### src/rtl/mem_access_stage.sv
// mem_access_stage
//
// Pipeline MEM stage. It sits directly after the EX/MEM register and performs
// word loads and stores over a req/gnt/rvalid data-memory port. The rest of
// the pipeline is stalled while an access is outstanding. An access is
// aborted on a misaligned address or when the memory stays silent for too long.
// This module also owns the MEM/WB pipeline register that feeds writeback.
//
// Ports:
//   clk, rst                     clock (rising edge); synchronous active-high reset
//   RegWriteM, ResultSrcM,       EX/MEM control: register write enable, load
//   MemwriteM                    select (1 = load), store
//   ALUresultM, WriteDataM,      EX/MEM data: effective address / ALU result,
//   PCplus4M, RdM                store data, PC+4, destination register
//   dmem_req, dmem_we,           data-memory request channel, driven
//   dmem_addr, dmem_wdata        combinationally from the held M inputs
//   dmem_gnt, dmem_rvalid,       data-memory grant and read response
//   dmem_rdata
//   StallM                       freezes F/D/E and EX/MEM while high
//   mem_err                      one-cycle pulse on misalign or timeout
//   RegWriteW, ResultSrcW,       MEM/WB pipeline register
//   ReadDataW, ALUresultW,
//   PCplus4W, RdW
module mem_access_stage #(
    parameter int DATA_WIDTH = 32,
    parameter int TIMEOUT    = 16,
    parameter int CNT_WIDTH  = 5
) (
    input  logic                  clk,
    input  logic                  rst,
    input  logic                  RegWriteM,
    input  logic                  ResultSrcM,
    input  logic                  MemwriteM,
    input  logic [DATA_WIDTH-1:0] ALUresultM,
    input  logic [DATA_WIDTH-1:0] WriteDataM,
    input  logic [DATA_WIDTH-1:0] PCplus4M,
    input  logic [4:0]            RdM,
    output logic                  dmem_req,
    output logic                  dmem_we,
    output logic [DATA_WIDTH-1:0] dmem_addr,
    output logic [DATA_WIDTH-1:0] dmem_wdata,
    input  logic                  dmem_gnt,
    input  logic                  dmem_rvalid,
    input  logic [DATA_WIDTH-1:0] dmem_rdata,
    output logic                  StallM,
    output logic                  mem_err,
    output logic                  RegWriteW,
    output logic                  ResultSrcW,
    output logic [DATA_WIDTH-1:0] ReadDataW,
    output logic [DATA_WIDTH-1:0] ALUresultW,
    output logic [DATA_WIDTH-1:0] PCplus4W,
    output logic [4:0]            RdW
);

    typedef enum logic [1:0] {
        IDLE,
        WAIT_GNT,
        WAIT_RSP
    } stateT;

    stateT                 state;
    stateT                 stateNext;
    logic [CNT_WIDTH-1:0]  waitCnt;

    logic                  isAccess;
    logic                  isStore;
    logic                  misalign;
    logic                  timeoutHit;
    logic                  reqRaw;
    logic                  stallRaw;
    logic                  errRaw;
    logic                  rspCapture;

    // Decode the held M inputs. A combined store+load is illegal and is
    // treated as a store, so "store" is simply MemwriteM.
    assign isAccess   = MemwriteM | ResultSrcM;
    assign isStore    = MemwriteM;
    assign misalign   = isAccess & (ALUresultM[1:0] != 2'b00);
    assign timeoutHit = (waitCnt == CNT_WIDTH'(TIMEOUT - 1));

    // Request fields are pure pass-through of the held M inputs.
    assign dmem_we    = MemwriteM;
    assign dmem_addr  = {ALUresultM[DATA_WIDTH-1:2], 2'b00};
    assign dmem_wdata = WriteDataM;

    // Reset silences the request, stall and error outputs, so an access in
    // flight is abandoned quietly.
    assign dmem_req   = reqRaw & ~rst;
    assign StallM     = stallRaw & ~rst;
    assign mem_err    = errRaw & ~rst;

    // State register.
    always_ff @(posedge clk) begin
        if (rst) begin
            state <= IDLE;
        end else begin
            state <= stateNext;
        end
    end

    // Wait counter: cleared whenever a wait state is entered (including
    // WAIT_GNT -> WAIT_RSP), then counts each cycle spent waiting.
    always_ff @(posedge clk) begin
        if (rst) begin
            waitCnt <= '0;
        end else if (stateNext != state) begin
            waitCnt <= '0;
        end else if (state != IDLE) begin
            waitCnt <= waitCnt + 1'b1;
        end
    end

    // Next state and handshake outputs. A grant for a load in WAIT_GNT counts
    // as progress and moves on to WAIT_RSP instead of timing out. rvalid is
    // only honoured in WAIT_RSP.
    always_comb begin
        stateNext  = state;
        reqRaw     = 1'b0;
        stallRaw   = 1'b0;
        errRaw     = 1'b0;
        rspCapture = 1'b0;
        case (state)
            IDLE: begin
                if (misalign) begin
                    errRaw = 1'b1;
                end else if (isAccess) begin
                    reqRaw = 1'b1;
                    if (!dmem_gnt) begin
                        stateNext = WAIT_GNT;
                        stallRaw  = 1'b1;
                    end else if (!isStore) begin
                        stateNext = WAIT_RSP;
                        stallRaw  = 1'b1;
                    end
                end
            end
            WAIT_GNT: begin
                reqRaw = 1'b1;
                if (dmem_gnt) begin
                    if (isStore) begin
                        stateNext = IDLE;
                    end else begin
                        stateNext = WAIT_RSP;
                        stallRaw  = 1'b1;
                    end
                end else if (timeoutHit) begin
                    errRaw    = 1'b1;
                    stateNext = IDLE;
                end else begin
                    stallRaw = 1'b1;
                end
            end
            WAIT_RSP: begin
                if (dmem_rvalid) begin
                    rspCapture = 1'b1;
                    stateNext  = IDLE;
                end else if (timeoutHit) begin
                    errRaw    = 1'b1;
                    stateNext = IDLE;
                end else begin
                    stallRaw = 1'b1;
                end
            end
            default: begin
                stateNext = IDLE;
            end
        endcase
    end

    // MEM/WB register. A bubble is inserted while stalled; an erroring
    // instruction still retires but with its register write suppressed.
    always_ff @(posedge clk) begin
        if (rst || StallM) begin
            RegWriteW  <= 1'b0;
            ResultSrcW <= 1'b0;
            ReadDataW  <= '0;
            ALUresultW <= '0;
            PCplus4W   <= '0;
            RdW        <= '0;
        end else begin
            RegWriteW  <= RegWriteM & ~mem_err;
            ResultSrcW <= ResultSrcM;
            ReadDataW  <= rspCapture ? dmem_rdata : '0;
            ALUresultW <= ALUresultM;
            PCplus4W   <= PCplus4M;
            RdW        <= RdM;
        end
    end

endmodule

### config.mk
export PLATFORM = sky130hd
export DESIGN_NAME = mem_access_stage
export DESIGN_NICKNAME = d
export VERILOG_FILES = /design/src/rtl/mem_access_stage.sv
export SDC_FILE = /design/constraint.sdc
export NUM_CORES = 1
export LEC_CHECK = 0
export CAP_MARGIN = 20
export CELL_PAD_IN_SITES_DETAIL_PLACEMENT = 1
export CELL_PAD_IN_SITES_GLOBAL_PLACEMENT = 1
export CORE_AREA = 2 2 121 123
export CTS_BUF_LIST = sky130_fd_sc_hd__clkbuf_8
export CTS_CLUSTER_DIAMETER = 100
export DETAILED_ROUTE_END_ITERATION = 8
export DIE_AREA = 0 0 123 125
export DONT_BUFFER_PORTS = 1
export GPL_ROUTABILITY_DRIVEN = 0
export GPL_TIMING_DRIVEN = 0
export PLACE_DENSITY_LB_ADDON = 0.15
export SETUP_SLACK_MARGIN = 0.4
export SLEW_MARGIN = 15
export SYNTH_ARGS = -nofsm -noshare
export SYNTH_HDL_FRONTEND = slang
export SYNTH_SLANG_ARGS = --single-unit
### constraint.sdc
create_clock -name clk -period 1.9 [get_ports clk]
set_input_delay 0.38 -clock clk [delete_from_list [all_inputs] [get_ports clk]]
set_output_delay 0.38 -clock clk [all_outputs]
set_load 0.02 [all_outputs]
======== After elaboration in Yosys (flattened, before gate mapping) ========
Index checks and enable logic that the tools add are counted.
operators by class
  add/subtract/negate cells ............... 1
  multipliers ............................. 0
  div/mod/pow operators ................... 0
  $lt $le $gt $ge ......................... 0
  equality and inequality tests ........... 4
  shift-type cells ........................ 0
  muxes and demuxes ....................... 27
  bitwise gates (word level) .............. 9
  reductions and logical operators ........ 6
operators by type and width
  operator                                                          number
  2-bit two-way mux                                                 8
  1-bit two-way mux                                                 15
  1-bit one-hot mux with 3 select lines                             2
  2-bit one-hot mux with 3 select lines                             1
  5-bit by 1-bit adder with 5-bit output (second input constant)    1
  1-bit AND                                                         5
  5-bit by 4-bit == test with 1-bit output (second input constant)  1
  2-bit nonzero test                                                2
  2-bit OR reduction                                                2
  1-bit inverter                                                    3
  2-bit by 1-bit == test with 1-bit output (second input constant)  1
  2-bit == test (second input constant)                             1
  2-bit logical NOT                                                 1
  2-bit != test                                                     1
  1-bit one-hot mux with 2 select lines                             1
  1-bit logical OR                                                  1
  1-bit bitwise OR                                                  1
storage, ports and cells
  bits in registers ....................... 110
  latch bits .............................. 0
  bits in writable memories ............... 0
  bits in read-only memories .............. 0
  input port bits ......................... 140
  output and inout bits ................... 171
  logic and storage cells ................. 55
  memories kept ........................... 0

======== Longest topological paths before layout ========
Gate-level depths: netlist (run 1).
  word-level depth ........................ 8
  gate-level depth with buffers ........... 8
  mapped depth without buffers ............ 7

======== Worst setup path after synthesis (run 1) ========
Ideal clock, no wire load.
  kind .................................... register -> output
  from .................................... reg waitCnt[0]
  to ...................................... out StallM
  data arrival time ....................... 1.796 ns
  data required time ...................... 1.520 ns
  path slack .............................. -0.276 ns
  cell stages (with the launch flop) ...... 6
  path buffers ............................ 0
  path through ............................ dfxtp_1 > ha_1 > and3_1 > ha_1 > or4b_4 > a21oi_1
on the way
  word-level cells in the longest chain between the ends .. 5
  elaborated cells on any way between the ends .. 6
  those cells by class .................... 1 x eq/ne; 4 x mux; 1 x bitwise
ends and longest elaborated chain
  what                                         line      RTL
  from (decl)                                  63        logic [CNT_WIDTH-1:0] waitCnt;
  from (signal assigned)                       109       waitCnt <= waitCnt + 1'b1;
  5-bit by 4-bit == test with 1-bit output *   79        assign timeoutHit = (waitCnt == CNT_WIDTH'(TIMEOUT - 1));
  1-bit two-way mux *                          146, 157
  1-bit two-way mux, on equally long branches  154, 139
  1-bit one-hot mux with 3 select lines *      122       case (state)
  1-bit AND *                                  89        assign StallM = stallRaw & ~rst;
  to (decl)                                    45        output logic StallM,
Every way passes the cells marked *; elsewhere a longest branch is shown, timed or not.

======== Worst setup path in the final report (run 1) ========
Same ends and word-level chain as after synthesis.

==> flow_summary.toml, run 1 <==
[clock_tree]
clk_path_buf_depth = 2
clk_pin_slew_ns = 0.10
cts_sinks = 110
cts_tree = "built"
cts_hold_buf = 0
numCtsBuffers = 9
clk_latency_ns = 0.38
cts_root_buf = "clkbuf_8"
h-tree-depth = 3

[layout]
seq_area_mm2 = 0.00221
drive_gt1_share_pct = 49.9
fillers = 1542
final_core_util_pct = 32.4
syn2layout_area_growth_pct = 16.9
diodes = 0
stdcell_count = 553
multi_input_area_mm2 = 0.00125
fin_nets = 506

[critical_path]
cp_common_cell = "ha_4"
critical_path_class = "reg2out"
critPathMaxFanout = 3
rrSetupSlack_ns = -0.32
worst_ep_arrival_time_ns = 2.02
cp-start-kind = "flip-flop"
required_ns = 1.52
slowest_stage = "or4b_4"
cpPeakStageDelay_ns = 0.51
endpoint_kind = "output pin"
crit_chain = "ha_4 -> and3_4 -> ha_4 -> or4b_4 -> a21oi_4"

[timing]
fmax_mhz = 417
min_period_over_period_pct = 126
timing.final.crit_period_ns = 2.40
rsz0062_at_grt = "yes"
fin_skew_ns = 0.00678
slew_headroom_pct = 55.0
final_max_slew_viol_count = 0
finalHoldViolations = 0
timing.hold.ws_ns = 0.0454
setup_ws_ns = -0.500
worst_slew_pin_slew_ns = 0.675
finalSetupTns_ns = -23.80
finalSetupViolCount = 78

[yosys]
syn_area_per_cell_um2 = 11.5
synth.distinct_cells = 35
ys_seq_area_share_pct = 55.9
yosysWarnings = 0
synth_seq_cells = 110
netlist_area_mm2 = 0.00394
synthCells = 342

[route]
dr_wl_met2_mm = 4.86
via_count = 2290
drc = 0
dr.pass1.iters = 4
drt_iter0_markers = 86
wl_met3_mm = 1.28
vias_per_cell = 4.14
highest_layer = "met4"
ant_nets = 0
drt-met1-wl_mm = 2.99
routed_wl_mm = 9.34
wl_per_cell_um = 16.9

[power]
fin_total_pwr_mw = 4.53
p_leak_nw = 1.99
ir_worst_vdd_mv = 0.276
powerDensity_mw_per_mm2 = 982

[global_routing]
antenna_found_initial = 0
grt_pass1_vias = 2143
grt_first_pass_wirelength_mm = 12.8
overflow = 0
grt.total_usage_pct = 11.3
grt_max_degree = 19

[job]
cap_viol_max_count = 0

[min_path]
hold_path.class = "in2reg"

[die]
ios = 311
die_h_um = 125
fp-row-count = 44
core-area_mm2 = 0.0142
die_area_mm2 = 0.0154
initial_core_util_pct = 27.7
die_w_um = 123

[place]
dp_hpwl_mm = 7.28
placed_cells = 527
portBuffers = 0

[status]
failed_checks = "setup timing"
status = "finished with violations"
-- report_power, final --
part	internal, mW	switching (mW)
clock	0.655	0.821
combinational	0.255	0.221
sequential	2.40	0.168
total	3.32	1.21
-- worst paths after layout --
path / start / endpoint / cells past startpoint
min: dmem_gnt / state[0] / 1
max reg2reg: waitCnt[0] / PCplus4W[14] / 9
min reg2reg: waitCnt[1] / waitCnt[1] / 2
max: waitCnt[0] / StallM / 5
-- critical path, delay by kind of cell, from the launching register on --
kind / cells / cell delay [ns]
AND/OR/NAND/NOR: 2 / 0.69
AO/OA/AOI/OAI: 1 / 0.26
adder cells (fa/ha/maj): 2 / 0.32
flip-flops: 1 / 0.37
-- cells in the final DEF, fill, tap and decap left out, types with 2 or more instances in the layout --
cell type and count:
nor2_1 3, clkbuf_2 3, xor2_1 2, ha_4 2, and2_1 47, o21ai_0 4, dfxtp_4 2, and2_4 56
dfxtp_1 107, or4b_4 2, a31oi_1 2, a21oi_2 3, clkinv_4 2, a21oi_1 2, clkbuf_8 10, buf_8 2
a21boi_2 2, nand2_1 3, buf_6 9, conb_1 2, buf_4 73, inv_1 3
-- flip-flops by register name, indices dropped and copies added (netlist names) --
signal / flops
ALUresultW: 32
PCplus4W: 32
RdW: 5
ReadDataW: 32
RegWriteW: 1
ResultSrcW: 1
state: 2
waitCnt: 5
-- cells by family (layout without fill, tap and decap cells) --
| kind of cell | Yosys count | in the layout | synth area share, % |
|---|---|---|---|
| compound gates | 19 | 19 | 3.40 |
| xor+xnor | 2 | 2 | 0.445 |
| fa+ha+maj | 2 | 2 | 0.635 |
| buf+inv | 80 | 106 | 15.3 |
| flops | 110 | 110 | 55.9 |
| mux | 1 | 1 | 0.286 |
| other cells | 1 | 2 | 0.0952 |
| simple gates | 127 | 127 | 24.0 |
-- per-stage QoR --
| stage | instance area [µm²] | setup slack, ns |
|---|---|---|
| 5_1_grt | 4610 | -0.553 |
| 4_1_cts | 4520 | -0.556 |
| 2_1_floorplan | 4000 | -0.0268 |
| 3_3_place_gp | 4230 | -0.119 |
| 3_5_place_dp | 4230 | -0.122 |
| 6_report | 4610 | -0.500 |
-- cell usage after synthesis --
cell type / number / area [µm²]
a2111o_1: 1 / 11.3
a21boi_1: 2 / 15.0
a21o_1: 1 / 7.51
a21oi_1: 5 / 25.0
a21oi_2: 1 / 8.76
a31oi_1: 2 / 12.5
and2_1: 47 / 294
and2_4: 56 / 490
and3_1: 2 / 12.5
and4bb_2: 1 / 12.5
buf_2: 1 / 5.00
buf_4: 66 / 495
buf_6: 7 / 78.8
clkbuf_1: 4 / 15.0
conb_1: 1 / 3.75
dfxtp_1: 110 / 2200
ha_1: 2 / 25.0
inv_1: 2 / 7.51
mux2_2: 1 / 11.3
nand2_1: 4 / 15.0
nand2b_1: 1 / 6.26
nand3_1: 1 / 5.00
nand3_2: 1 / 10.0
nand4bb_1: 1 / 11.3
nor2_1: 4 / 15.0
nor3_1: 2 / 10.0
nor4_1: 1 / 6.26
o21ai_0: 5 / 25.0
o311a_4: 1 / 21.3
o31ai_1: 1 / 7.51
or2_2: 1 / 6.26
or3_1: 2 / 12.5
or4b_1: 1 / 10.0
or4b_4: 2 / 27.5
xor2_1: 2 / 17.5
-- layer usage --
| layer | vias up | GRT usage, % |
|---|---|---|
| met5 | - | 0 |
| met4 | 0 | 6.42 |
| met3 | 12 | 5.06 |
| met2 | 164 | 19.4 |
| met1 | 1068 | 11.1 |
| li1 | 1046 | - |
-- what timing repair did --
action                                  CTS  global route
hold endpoints to repair                  0             0
endpoints found under the setup margin   97           111
resized for setup                        13            16
buffers inserted                          5             4
gates cloned                              1             0
pin swaps                                 6             8
-- layout make-up --
| cell class | instances | area share, % |
|---|---|---|
| sequential | 110 | 48.0 |
| multi-input combinational | 153 | 27.2 |
| buffer | 78 | 13.3 |
| tap | 184 | 5.00 |
| clock buffer | 10 | 2.99 |
| timing repair buffer | 10 | 1.87 |
| clock inverter | 6 | 1.52 |
| inverter | 2 | 0.163 |
Note: power is estimated with default switching activity, not from simulation.
==> run 2: changes to the inputs <==
Clock period 1.9 ns to 2.3 ns, I/O delays scaled along.
==> run 2 against run 1 <==
Against the previous run:
- the flow still finishes with violations (setup timing)
- routed wire length shrank 0.43%
- cell count shrank 1.1%
- worst setup slack gained 0.35 ns
- critical path depth is the same
- register-to-register slack gained 0.47 ns
- flip-flop and latch count is the same
- non-clock buffer count shrank 5
- core utilization shrank 0.58 points
- critical endpoint unchanged
==> flow_summary.toml, run 2 (synthesis gave the netlist of run 1 again) <==
[route]
drt_iter0_markers = 81
wl_per_cell_um = 17.0
ant_nets = 0
via_count = 2247
vias_per_cell = 4.11
routed_wl_mm = 9.30
drc = 0
dr.pass1.iters = 4

[min_path]
hold_path.class = "in2reg"
worst_hold_path.endpoint = "state[0]"
whs_path_depth = 1
holdCritStartpoint = "dmem_gnt"

[power]
p_seq_share_pct = 58.1
powerDensity_mw_per_mm2 = 809
p_switching_mw = 0.966
p_int_mw = 2.70
clock_power_share_pct = 31.2
combPwrFrac_pct = 10.7
p_sw_share_pct = 26.4
p_leak_nw = 1.94
ir_worst_vdd_mv = 0.260

[job]
cap_viol_max_count = 0

[layout]
fillers = 1558
seq_area_mm2 = 0.00220
final_cell_mix = "108 x dfxtp_1, 70 x buf_4, 56 x and2_4"
syn2layout_area_growth_pct = 14.8
diodes = 0
reg_top3 = "ALUresultW (32), PCplus4W (32), ReadDataW (32)"
multi_input_area_mm2 = 0.00124
drive_gt1_share_pct = 47.7
final_common_cell = "dfxtp_1"
fin_nets = 501
final_area_mm2 = 0.00452

[place]
portBuffers = 0
pre_cts_ws_ns = 0.180
dpl_cell_area_mm2 = 0.00421
dp_hpwl_mm = 7.30

[critical_path]
worst_ep_arrival_time_ns = 1.99
cp.buffers_inverters = 0
cp_common_cell = "ha_4"
rr_worst_depth = 8
r2r-start = "waitCnt[0]"
crit_family = "simple AND/OR/NAND/NOR gates"
critPathMaxFanout = 4
critical_path_class = "reg2out"
slowest_stage = "or4b_4"
rrSetupSlack_ns = 0.15
cp-start-kind = "flip-flop"
cpPeakStageDelay_ns = 0.51
crit_chain = "ha_4 -> and3_4 -> ha_4 -> or4b_4 -> a21oi_4"
endpoint_kind = "output pin"
required_ns = 1.84
r2r_end = "ALUresultW[10]"

[status]
status = "finished with violations"
failed_checks = "setup timing"

[timing]
finalHoldViolations = 0
min_period_over_period_pct = 106
finalSetupViolCount = 1
timing.hold.ws_ns = 0.152
timing.final.crit_period_ns = 2.45
fmax_mhz = 408
worst_slew_pin_slew_ns = 0.614
final_max_slew_viol_count = 0
rsz0062_at_grt = "yes"
fin_skew_ns = 0.00750
setup_ws_ns = -0.149
slew_headroom_pct = 59.1

[clock_tree]
h-tree-depth = 3
clk_latency_ns = 0.37
clk_pin_slew_ns = 0.10
cts_tree = "built"
cts_sinks = 110
numCtsBuffers = 9
cts_root_buf = "clkbuf_8"
clk_path_buf_depth = 2
cts_hold_buf = 0

[die]
die_area_mm2 = 0.0154
initial_core_util_pct = 27.7
die_h_um = 125
die_w_um = 123
core-area_mm2 = 0.0142
ios = 311
fp-row-count = 44

[global_routing]
antenna_found_initial = 0
grt_pass1_vias = 2294
grt_max_degree = 18
grt_first_pass_wirelength_mm = 13.3
grt.total_usage_pct = 11.6
overflow = 0
[run 2: cell types whose count changed in the layout (fill, tap and decap cells not counted), moves of 2 or more]
cell,before,now
buf_8,2,4
clkbuf_2,3,0
buf_6,9,4
dfxtp_4,2,0
buf_4,73,70
clkbuf_1,1,4
[run 2: per-layer routing]
layer	up-vias	part of all wire (%)	track usage [%]
met5	-	0	0
met4	0	1.7	4.81
met3	9	11	5.29
met2	151	54	20.4
met1	1054	33	11.8
li1	1033	-	-
[run 2: power groups by stage]
stage / logic (mW) / registers [mW] / clock network [mW]
5_1_grt: 0.422 / 2.14 / 1.29
2_1_floorplan: 0.337 / 2.16 / 0
4_1_cts: 0.394 / 2.13 / 1.21
3_3_place_gp: 0.373 / 2.17 / 0
3_5_place_dp: 0.378 / 2.17 / 0
6_report: 0.392 / 2.13 / 1.14
[run 2: how the worst max path moves through the flow]
stage / slack [ns] / end / start / depth (start not counted)
after floorplan: 0.28 / StallM / waitCnt[1] / 5
after global placement: 0.19 / StallM / waitCnt[1] / 5
after detailed placement: 0.18 / StallM / waitCnt[1] / 5
after CTS: -0.22 / StallM / waitCnt[0] / 5
after global routing: -0.23 / StallM / waitCnt[1] / 5
final: -0.15 / StallM / waitCnt[0] / 5
[run 2: timing repair]
action,4_1_cts,5_1_grt
endpoints found under the hold margin,0,0
pin swaps,5,3
setup endpoints to repair,77,78
cloned,1,0
resized for setup,14,6
setup buffers,3,1
[run 2: final cells by class]
type	instances	share of cell area (%)
clock buffers	9	2.74
clock inverters	6	1.41
flip-flops and latches	110	48.7
well taps	184	5.09
multi-input cells	153	27.5
plain buffers	78	13.5
repair buffers	5	0.913
inverters	2	0.166
[run 2: metrics by stage]
stage,setup TNS [ns],util (%),instances,total power [mW]
2_1_floorplan,0,-,343,2.49
3_3_place_gp,0,29.6,527,2.55
3_5_place_dp,0,29.6,527,2.55
4_1_cts,-0.216,31.6,546,3.74
5_1_grt,-0.248,31.9,547,3.85
6_report,-0.149,31.9,547,3.66
==> run 3: changes to the inputs <==
Settings changed: HOLD_SLACK_MARGIN set to 0.05.
Clock period 2.3 ns to 2.88 ns, I/O delays scaled along.
==> run 3 against run 2 <==
Against the previous run:
- the run now ends clean
- worst setup slack improved by 0.47 ns
- register-to-register slack better by 0.55 ns
- count of clock-buffer cells in the layout is 3 higher
- largest power group unchanged
- first-iteration DRC count fell by 19%
- cell area shrank 1.5%
- cell count shrank 0.55%
- worst hold slack improved by 0.11 ns
==> flow_summary.toml, run 3 (synthesis gave the netlist of run 1 again) <==
[min_path]
hold_path.class = "in2reg"

[power]
p_int_mw = 2.21
p_switching_mw = 0.752
powerDensity_mw_per_mm2 = 665
fin_total_pwr_mw = 2.97
p_sw_share_pct = 25.4
p_leak_nw = 1.92
clock_power_share_pct = 32.6
combPwrFrac_pct = 10.2
p_seq_share_pct = 57.2
ir_worst_vdd_mv = 0.234

[global_routing]
overflow = 0
grt_max_degree = 17
grt_pass1_vias = 2259
grt.total_usage_pct = 11.6
antenna_found_initial = 0
grt_first_pass_wirelength_mm = 13.1

[timing]
fmax_mhz = 390
finalHoldViolations = 0
final_max_slew_viol_count = 0
timing.final.crit_period_ns = 2.56
fin_skew_ns = 0.00790
rsz0062_at_grt = "yes"
min_period_over_period_pct = 89.0
worst_slew_pin_slew_ns = 0.770
finalSetupTns_ns = 0
slew_headroom_pct = 48.3
finalSetupViolCount = 0

[critical_path]
worst_ep_arrival_time_ns = 1.99
slowest_stage = "or4b_4"
critPathMaxFanout = 5
crit_chain = "ha_4 -> and3_4 -> ha_4 -> or4b_4 -> a21oi_4"
critical_path_class = "reg2out"
endpoint_kind = "output pin"
cp_common_cell = "ha_4"
required_ns = 2.30
cpPeakStageDelay_ns = 0.51
cp-start-kind = "flip-flop"

[place]
dp_hpwl_mm = 7.42
placed_cells = 527
dpl_cell_area_mm2 = 0.00417
portBuffers = 0

[route]
drt_iter0_markers = 66
routed_wl_mm = 9.32
ant_nets = 0
drc = 0
vias_per_cell = 4.14
dr.pass1.iters = 3
wl_per_cell_um = 17.1
via_count = 2252

[layout]
reg_top3 = "ALUresultW (32), PCplus4W (32), ReadDataW (32)"
final_common_cell = "dfxtp_1"
final_core_util_pct = 31.4
fin_nets = 498
diodes = 0
final_area_mm2 = 0.00446
syn2layout_area_growth_pct = 13.1
drive_gt1_share_pct = 45.8
final_cell_mix = "108 x dfxtp_1, 68 x buf_4, 56 x and2_4"
stdcell_count = 544

[die]
die_h_um = 125
die_w_um = 123
ios = 311
initial_core_util_pct = 27.7
fp-row-count = 44
core-area_mm2 = 0.0142
die_area_mm2 = 0.0154

[clock_tree]
clk_path_buf_depth = 2
clk_pin_slew_ns = 0.10
numCtsBuffers = 9
cts_tree = "built"
h-tree-depth = 3
clk_latency_ns = 0.37
cts_sinks = 110
cts_root_buf = "clkbuf_8"

[status]
status = "finished, final reports clean"

[job]
cap_viol_max_count = 0
[run 3: cell types whose count changed in the layout (fill, tap and decap cells not counted), sizes merged]
cell | previous run | this run
inv | 4 | 2
buf | 79 | 76
clkbuf | 13 | 16
clkinv | 2 | 1
[run 3: per-layer routing]
layer	up-vias	part of all wire (%)	global-route usage (%)	routed length, µm
li1	1027	-	-	-
met1	1028	31	11.0	2930
met2	179	51	19.8	4750
met3	18	14	5.75	1330
met4	0	3.3	7.42	306
met5	-	0	0	0
[run 3: worst max-delay path, delay by kind of cell, from the launching register on]
| family | cells | cell delay, ns |
|---|---|---|
| adders and majority gates | 2 | 0.32 |
| and+or+nand+nor | 2 | 0.69 |
| AOI/OAI and AO/OA | 1 | 0.23 |
| DFF | 1 | 0.37 |
[run 3: what timing repair did]
action,in CTS,in global routing
setup buffers,2,0
pin swaps,3,3
hold buffers,0,0
gates resized for setup,11,3
endpoints found under the setup margin,2,2
[run 3: power groups by stage]
stage	clock network [mW]	logic, mW	registers [mW]
2_1_floorplan	0	0.269	1.72
3_3_place_gp	0	0.299	1.74
3_5_place_dp	0	0.304	1.73
4_1_cts	1.03	0.309	1.70
5_1_grt	1.10	0.323	1.71
6_report	0.967	0.302	1.70
[run 3: final cells by class]
cell class                 count  area [µm²]
fill                        1554        9750
sequential                   110        2210
multi-input combinational    153        1200
buffer                        78         594
tap                          184         230
clock buffer                  12         165
clock inverter                 3        42.5
timing repair buffer           2        15.0
inverter                       2        7.51
[run 3: metrics by stage]
step                      worst slack [ns]  hold slack (ns)
after detailed placement             0.304            0.472
after global placement               0.303            0.464
after global routing                 0.240            0.227
final                                0.316            0.266
after CTS                            0.258            0.226
after floorplan                      0.508            0.448
[run 3: path summary, 6_finish.rpt]
| path | from | to | slack [ns] | cells past startpoint |
|---|---|---|---|---|
| min reg2reg | waitCnt[3] | waitCnt[3] | 0.50 | 2 |
| min | dmem_gnt | state[0] | 0.27 | 1 |
| max | waitCnt[1] | StallM | 0.32 | 5 |
| max reg2reg | waitCnt[1] | ALUresultW[14] | 0.70 | 8 |
